**src/rtl/agc_ahb_pkg.sv**
```systemverilog
// Shared AHB-Lite encodings and the command-master FSM state type.
package agc_ahb_pkg;

  localparam logic [1:0] HTRANS_IDLE   = 2'b00;
  localparam logic [1:0] HTRANS_NONSEQ = 2'b10;
  localparam logic [2:0] HSIZE_WORD    = 3'b010;
  localparam logic [2:0] HBURST_SINGLE = 3'b000;

  typedef enum logic [2:0] {
    IDLE = 3'd0,
    ADDR = 3'd1,
    DATA = 3'd2,
    ERR2 = 3'd3,
    RSP  = 3'd4
  } state_e;

endpackage

```
**src/rtl/ahb_wait_watchdog.sv**
```systemverilog
// Counts data-phase wait states; expired is high once TIMEOUT-1 waits have elapsed.
module ahb_wait_watchdog #(
  parameter int TIMEOUT = 256
) (
  input  logic clk,
  input  logic reset,
  input  logic clear,
  input  logic tick,
  output logic expired
);

  localparam int CW = (TIMEOUT > 1) ? $clog2(TIMEOUT) : 1;
  localparam logic [CW-1:0] LAST = CW'(TIMEOUT - 1);

  logic [CW-1:0] cnt_q, cnt_d;

  // Saturate at LAST so the counter can never wrap back to zero.
  always_comb begin
    cnt_d = cnt_q;
    if (clear) begin
      cnt_d = '0;
    end else if (tick && !expired) begin
      cnt_d = cnt_q + 1'b1;
    end
  end

  always_ff @(posedge clk) begin
    if (reset) begin
      cnt_q <= '0;
    end else begin
      cnt_q <= cnt_d;
    end
  end

  assign expired = (cnt_q == LAST);

endmodule

```
**src/rtl/agc_ahb_cmd_master.sv**
```systemverilog
// Single-outstanding AHB-Lite master: one valid/ready command in, one word transfer,
// one response out. Handles wait states, two-cycle ERROR and a data-phase watchdog.
module agc_ahb_cmd_master
  import agc_ahb_pkg::*;
#(
  parameter int AW      = 32,
  parameter int DW      = 32,
  parameter int TIMEOUT = 256
) (
  input  logic          clk,
  input  logic          reset,
  input  logic          cmd_valid,
  output logic          cmd_ready,
  input  logic          cmd_write,
  input  logic [AW-1:0] cmd_addr,
  input  logic [DW-1:0] cmd_wdata,
  output logic          rsp_valid,
  input  logic          rsp_ready,
  output logic [DW-1:0] rsp_rdata,
  output logic          rsp_err,
  output logic          rsp_timeout,
  output logic [AW-1:0] haddr,
  output logic [1:0]    htrans,
  output logic          hwrite,
  output logic [2:0]    hsize,
  output logic [2:0]    hburst,
  output logic [DW-1:0] hwdata,
  input  logic [DW-1:0] hrdata,
  input  logic          hready,
  input  logic          hresp
);

  // Handshakes: a command transfers on a rising edge where cmd_valid && cmd_ready,
  // a response on one where rsp_valid && rsp_ready; the producer holds its payload
  // stable until that edge.

  state_e        state_q, state_d;
  logic [AW-1:0] haddr_q, haddr_d;
  logic          hwrite_q, hwrite_d;
  logic [DW-1:0] hwdata_q, hwdata_d;
  logic [1:0]    htrans_q, htrans_d;
  logic          cmd_ready_q, cmd_ready_d;
  logic          rsp_valid_q, rsp_valid_d;
  logic [DW-1:0] rsp_rdata_q, rsp_rdata_d;
  logic          rsp_err_q, rsp_err_d;
  logic          rsp_timeout_q, rsp_timeout_d;

  logic wd_clear, wd_tick, wd_expired;
  logic unused_addr_lsbs;

  assign unused_addr_lsbs = ^cmd_addr[1:0];

  assign wd_clear = (state_q != DATA);
  assign wd_tick  = (state_q == DATA) && !hready;

  ahb_wait_watchdog #(
    .TIMEOUT(TIMEOUT)
  ) u_watchdog (
    .clk    (clk),
    .reset  (reset),
    .clear  (wd_clear),
    .tick   (wd_tick),
    .expired(wd_expired)
  );

  always_comb begin
    state_d       = state_q;
    haddr_d       = haddr_q;
    hwrite_d      = hwrite_q;
    hwdata_d      = hwdata_q;
    rsp_rdata_d   = rsp_rdata_q;
    rsp_err_d     = rsp_err_q;
    rsp_timeout_d = rsp_timeout_q;

    case (state_q)
      IDLE: begin
        if (cmd_valid && cmd_ready_q) begin
          state_d  = ADDR;
          haddr_d  = {cmd_addr[AW-1:2], 2'b00};
          hwrite_d = cmd_write;
          hwdata_d = cmd_wdata;
        end
      end
      ADDR: begin
        if (hready) begin
          state_d = DATA;
        end
      end
      DATA: begin
        // A completing cycle wins over the watchdog; hresp with hready is the
        // illegal single-cycle error and still reports an error.
        if (hready) begin
          state_d       = RSP;
          rsp_err_d     = hresp;
          rsp_timeout_d = 1'b0;
          rsp_rdata_d   = (!hwrite_q && !hresp) ? hrdata : '0;
        end else if (hresp) begin
          state_d = ERR2;
        end else if (wd_expired) begin
          state_d       = RSP;
          rsp_err_d     = 1'b1;
          rsp_timeout_d = 1'b1;
          rsp_rdata_d   = '0;
        end
      end
      ERR2: begin
        if (hready) begin
          state_d       = RSP;
          rsp_err_d     = 1'b1;
          rsp_timeout_d = 1'b0;
          rsp_rdata_d   = '0;
        end
      end
      RSP: begin
        if (rsp_ready) begin
          state_d       = IDLE;
          rsp_err_d     = 1'b0;
          rsp_timeout_d = 1'b0;
          rsp_rdata_d   = '0;
        end
      end
      default: begin
        state_d = IDLE;
      end
    endcase

    // Outputs are registered from the next state so they line up with it.
    htrans_d    = (state_d == ADDR) ? HTRANS_NONSEQ : HTRANS_IDLE;
    cmd_ready_d = (state_d == IDLE);
    rsp_valid_d = (state_d == RSP);
  end

  always_ff @(posedge clk) begin
    if (reset) begin
      state_q       <= IDLE;
      haddr_q       <= '0;
      hwrite_q      <= 1'b0;
      hwdata_q      <= '0;
      htrans_q      <= HTRANS_IDLE;
      cmd_ready_q   <= 1'b0;
      rsp_valid_q   <= 1'b0;
      rsp_rdata_q   <= '0;
      rsp_err_q     <= 1'b0;
      rsp_timeout_q <= 1'b0;
    end else begin
      state_q       <= state_d;
      haddr_q       <= haddr_d;
      hwrite_q      <= hwrite_d;
      hwdata_q      <= hwdata_d;
      htrans_q      <= htrans_d;
      cmd_ready_q   <= cmd_ready_d;
      rsp_valid_q   <= rsp_valid_d;
      rsp_rdata_q   <= rsp_rdata_d;
      rsp_err_q     <= rsp_err_d;
      rsp_timeout_q <= rsp_timeout_d;
    end
  end

  assign cmd_ready   = cmd_ready_q;
  assign rsp_valid   = rsp_valid_q;
  assign rsp_rdata   = rsp_rdata_q;
  assign rsp_err     = rsp_err_q;
  assign rsp_timeout = rsp_timeout_q;
  assign haddr       = haddr_q;
  assign htrans      = htrans_q;
  assign hwrite      = hwrite_q;
  assign hwdata      = hwdata_q;
  assign hsize       = HSIZE_WORD;
  assign hburst      = HBURST_SINGLE;

endmodule

```
**config.mk**
```make
export PLATFORM = sky130hd
export DESIGN_NAME = agc_ahb_cmd_master
export DESIGN_NICKNAME = d
export VERILOG_FILES = /design/src/rtl/agc_ahb_pkg.sv /design/src/rtl/ahb_wait_watchdog.sv /design/src/rtl/agc_ahb_cmd_master.sv
export SDC_FILE = /design/constraint.sdc
export NUM_CORES = 1
export LEC_CHECK = 0
export CORE_ASPECT_RATIO = 0.7
export CORE_MARGIN = 4
export CORE_UTILIZATION = 35
export CTS_CLUSTER_SIZE = 40
export DETAILED_ROUTE_END_ITERATION = 10
export GPL_ROUTABILITY_DRIVEN = 0
export GPL_TIMING_DRIVEN = 0
export PLACE_DENSITY = 0.74
export SLEW_MARGIN = 20
export SYNTH_ARGS = -nofsm -noshare
export SYNTH_HDL_FRONTEND = slang
export SYNTH_SLANG_ARGS = --single-unit
```
**constraint.sdc**
```tcl
create_clock -name clk -period 1.95 [get_ports clk]
set_clock_uncertainty 0.15 [all_clocks]
set_input_delay 0.39 -clock clk [delete_from_list [all_inputs] [get_ports clk]]
set_output_delay 0.39 -clock clk [all_outputs]
set_load 0.05 [all_outputs]
```
==> results by group <==
Status
  • Status: finished, violations left
  • Failing checks: setup timing

Job
  • Max-cap viol count: 0

GRT
  • Vias in the first global route: 4,281
  • Busiest grt layer: met2
  • Met3 usage: 4.81%
  • Initial antenna violation count: 0
  • Global-route wire length before repair: 21.6 mm
  • Pin count of the biggest net entering global routing: 20
  • Met1 usage: 24.8%
  • GRT Total Usage: 18.8%
  • Total global routing overflow: 0
  • Met2 Use GR: 30.8%

Die
  • IO Count: 212
  • Die width: 140 um
  • Std cell rows: 33
  • Starting density of the core: 36.2%
  • Chip height: 100 um
  • Core Area: 11,800 um^2
  • Die ar.: 14,100 um^2

Drt
  • Initial DRC count: 260
  • Final ANT Viol Nets: 0
  • Drt drc: 0
  • Drt first pass iters: 4
  • Drt total wl: 13.7 mm
  • Vias per cell: 4.91
  • Avg WL per Cell: 15.0 um
  • Vias: 4,484

Yosys
  • Async set-reset flop share out of synthesis: 0%
  • Warnings from Yosys: 0
  • Yosys top cell area share: 52.0%
  • Top cells by area, synth: dfxtp_1, nand2_1, a21oi_1
  • Main flop type after synthesis: dfxtp_1
  • #FFs+latches synth: 111
  • Cell area after synthesis: 4270 um^2
  • Yosys top cell by area: dfxtp_1
  • Synth unique cells: 44
  • Register area share after synthesis: 52.0%
  • Avg Cell Area, Syn: 8.06 um^2
  • Number of synthesized flops with an enable pin: 0
  • Synth Instances: 530

Setup path
  • R2r startpoint: state_q[0]
  • Worst Setup End Kind: register
  • Crit path kind: reg -> reg
  • Critical path arrival: 2090 ps
  • Req. time, crit path: 2080 ps
  • R2r setup slk: -20 ps
  • Worst Setup Start Kind: register
  • CP max FO: 7
  • FF-to-FF path depth: 4
  • RR Endpoint: u_watchdog.cnt_q[5]

STA
  • RSZ-0062 raised after global routing: true
  • Crit path time final: 1970 ps
  • Endpoints failing hold: 0
  • Slew Limit Fails: 0
  • Fin crit share: 101%
  • Pin slew with the least headroom to its limit: 553 ps
  • Max Fclk: 508 MHz
  • Worst setup margin: -17.5 ps
  • Final setup fails: 1
  • Max transition margin: 63.2%

CTS
  • Clock transition at the registers of the reported paths: 70 ps
  • Clock buffer depth: 2
  • CTS Sinks: 111
  • CTS Hold Bufs: 0
  • Cts bufs inserted: 9
  • CTS Root Buffer Type: clkbuf_16
  • H-tree depth: 3
  • Clock latency on the worst-skew pair: 340 ps
  • CTS tree: yes

Power
  • Lkg Pwr: 2.88 nW
  • Peak VDD IR: 0.495 mV
  • Power, Total: 5.36 mW
  • Pwr Density: 788 nW/um^2
  • Share of total power in sequential cells: 45.0%
  • P_sw: 1.59 mW
  • Comb pwr share: 20.2%
  • Switching share of total power: 29.6%
  • Cell-internal power: 3.77 mW
  • Clk network pwr share: 34.8%

Min path
  • End of the worst hold path: rsp_timeout
  • Hold crit path type: in -> reg
  • Hold_sp: hready
  • Hold path cells: 4

Placed design
  • Post-DP HPWL: 10.5 mm
  • Setup WS pre-CTS: -563 ps
  • IO buf count: 198

Cells and area
  • Nets: 855
  • Layout cells sized above 1: 9.66%
  • Antenna cell count: 0
  • Synth-to-Final Area Change: 59.2%
[power by group through the flow]
| stage | sequential [mW] | clock [mW] | combinational (mW) |
|---|---|---|---|
| after floorplan | 2.78 | 0 | 0.324 |
| after global placement | 2.46 | 0 | 1.11 |
| after detailed placement | 2.46 | 0 | 1.12 |
| after CTS | 2.41 | 1.92 | 1.07 |
| after global routing | 2.43 | 2.02 | 1.15 |
| final | 2.41 | 1.87 | 1.08 |
[what timing repair did]
item	in CTS	in global routing
pin swaps	2	3
setup endpoints to repair	203	41
setup buffers	4	3
cloned	0	1
resized for setup	126	17
[state kept, by name, summed over array words and instances, names as in the netlist]
register	flops
rsp_err	1
rsp_timeout	1
hwrite	1
rsp_rdata	32
haddr	30
hwdata	32
state_q	3
rsp_valid	1
cmd_ready	1
htrans	1
u_watchdog.cnt_q	8
[cell usage after synthesis (all sizes together) (3+ instances only)]
library cell  number
nand3              3
inv                5
buf               19
dfxtp            111
o31ai              3
or4                3
nor2               9
clkbuf            32
a21oi             72
nand2            164
o21ai             39
nand4             34
[routing by layer]
layer | up-vias | part of all wire, %
met3 | 12 | 5.5
met2 | 138 | 48
met1 | 2102 | 45
met5 | - | 0
li1 | 2232 | -
met4 | 0 | 1.2
[area by class of cell]
type / count / area [um^2]
clock buffer: 10 / 229
buffer: 48 / 284
multi-input combinational: 370 / 1860
inverter: 5 / 18.8
sequential: 111 / 2230
fill: 1082 / 5010
tap: 157 / 196
timing repair buffer: 206 / 1910
clock inverter: 6 / 73.8
[worst max-delay path by stage]
stage	startpoint	depth (start not counted)	end
finish	state_q[0]	4	u_watchdog.cnt_q[5]
detailed placement	state_q[0]	7	hwdata[8]
floorplan	hready	5	u_watchdog.cnt_q[5]
global placement	hresp	6	rsp_rdata[27]
CTS	state_q[2]	4	u_watchdog.cnt_q[5]
global route	state_q[0]	4	u_watchdog.cnt_q[5]
[placed cells by master, fill, tap and decap left out, drive strengths merged, types with 2 or more instances in the layout]
| cell type | n |
|---|---|
| dfxtp | 111 |
| o21bai | 2 |
| a21oi | 72 |
| conb | 9 |
| nand2 | 164 |
| nor3 | 2 |
| nand3 | 3 |
| nor2b | 2 |
| or4 | 3 |
| clkbuf | 40 |
| o21ai | 39 |
| nand4 | 34 |
| clkdlybuf4s50 | 97 |
| a31o | 2 |
| o211ai | 2 |
| nand2b | 2 |
| o31ai | 3 |
| inv | 9 |
| buf | 26 |
| dlygate4sd2 | 101 |
| or4b | 2 |
| nor2 | 9 |
| a2111oi | 2 |
| and4 | 2 |
| xnor2 | 2 |
| or3 | 2 |
[through the flow]
stage	setup TNS, ps	instances	cell area [um^2]	hold slack (ps)	utilization, %
floorplan	-222	537	4340	304	-
global placement	-42690	892	6520	288	55.2
detailed placement	-48570	892	6520	295	55.2
CTS	-3.66	909	6750	238	57.2
global route	-382	913	6800	255	57.6
finish	-17.5	913	6800	254	57.6
[cells by family after synthesis]
family	after synthesis	synth area share (%)
DFF	111	52.0
buffers and inverters	56	6.03
and+or+nand+nor	230	24.1
adders and majority gates	1	0.293
other	2	0.176
AOI/OAI and AO/OA	128	17.0
xor gates and xnor gates	2	0.410
[critical path, stage by stage (launching register included)]
cell and delay, ps:
dfxtp_4 370, or4b_4 510, o21bai_4 230, or4_1 480
a21oi_1 150
(Power assumes the default switching activity.)
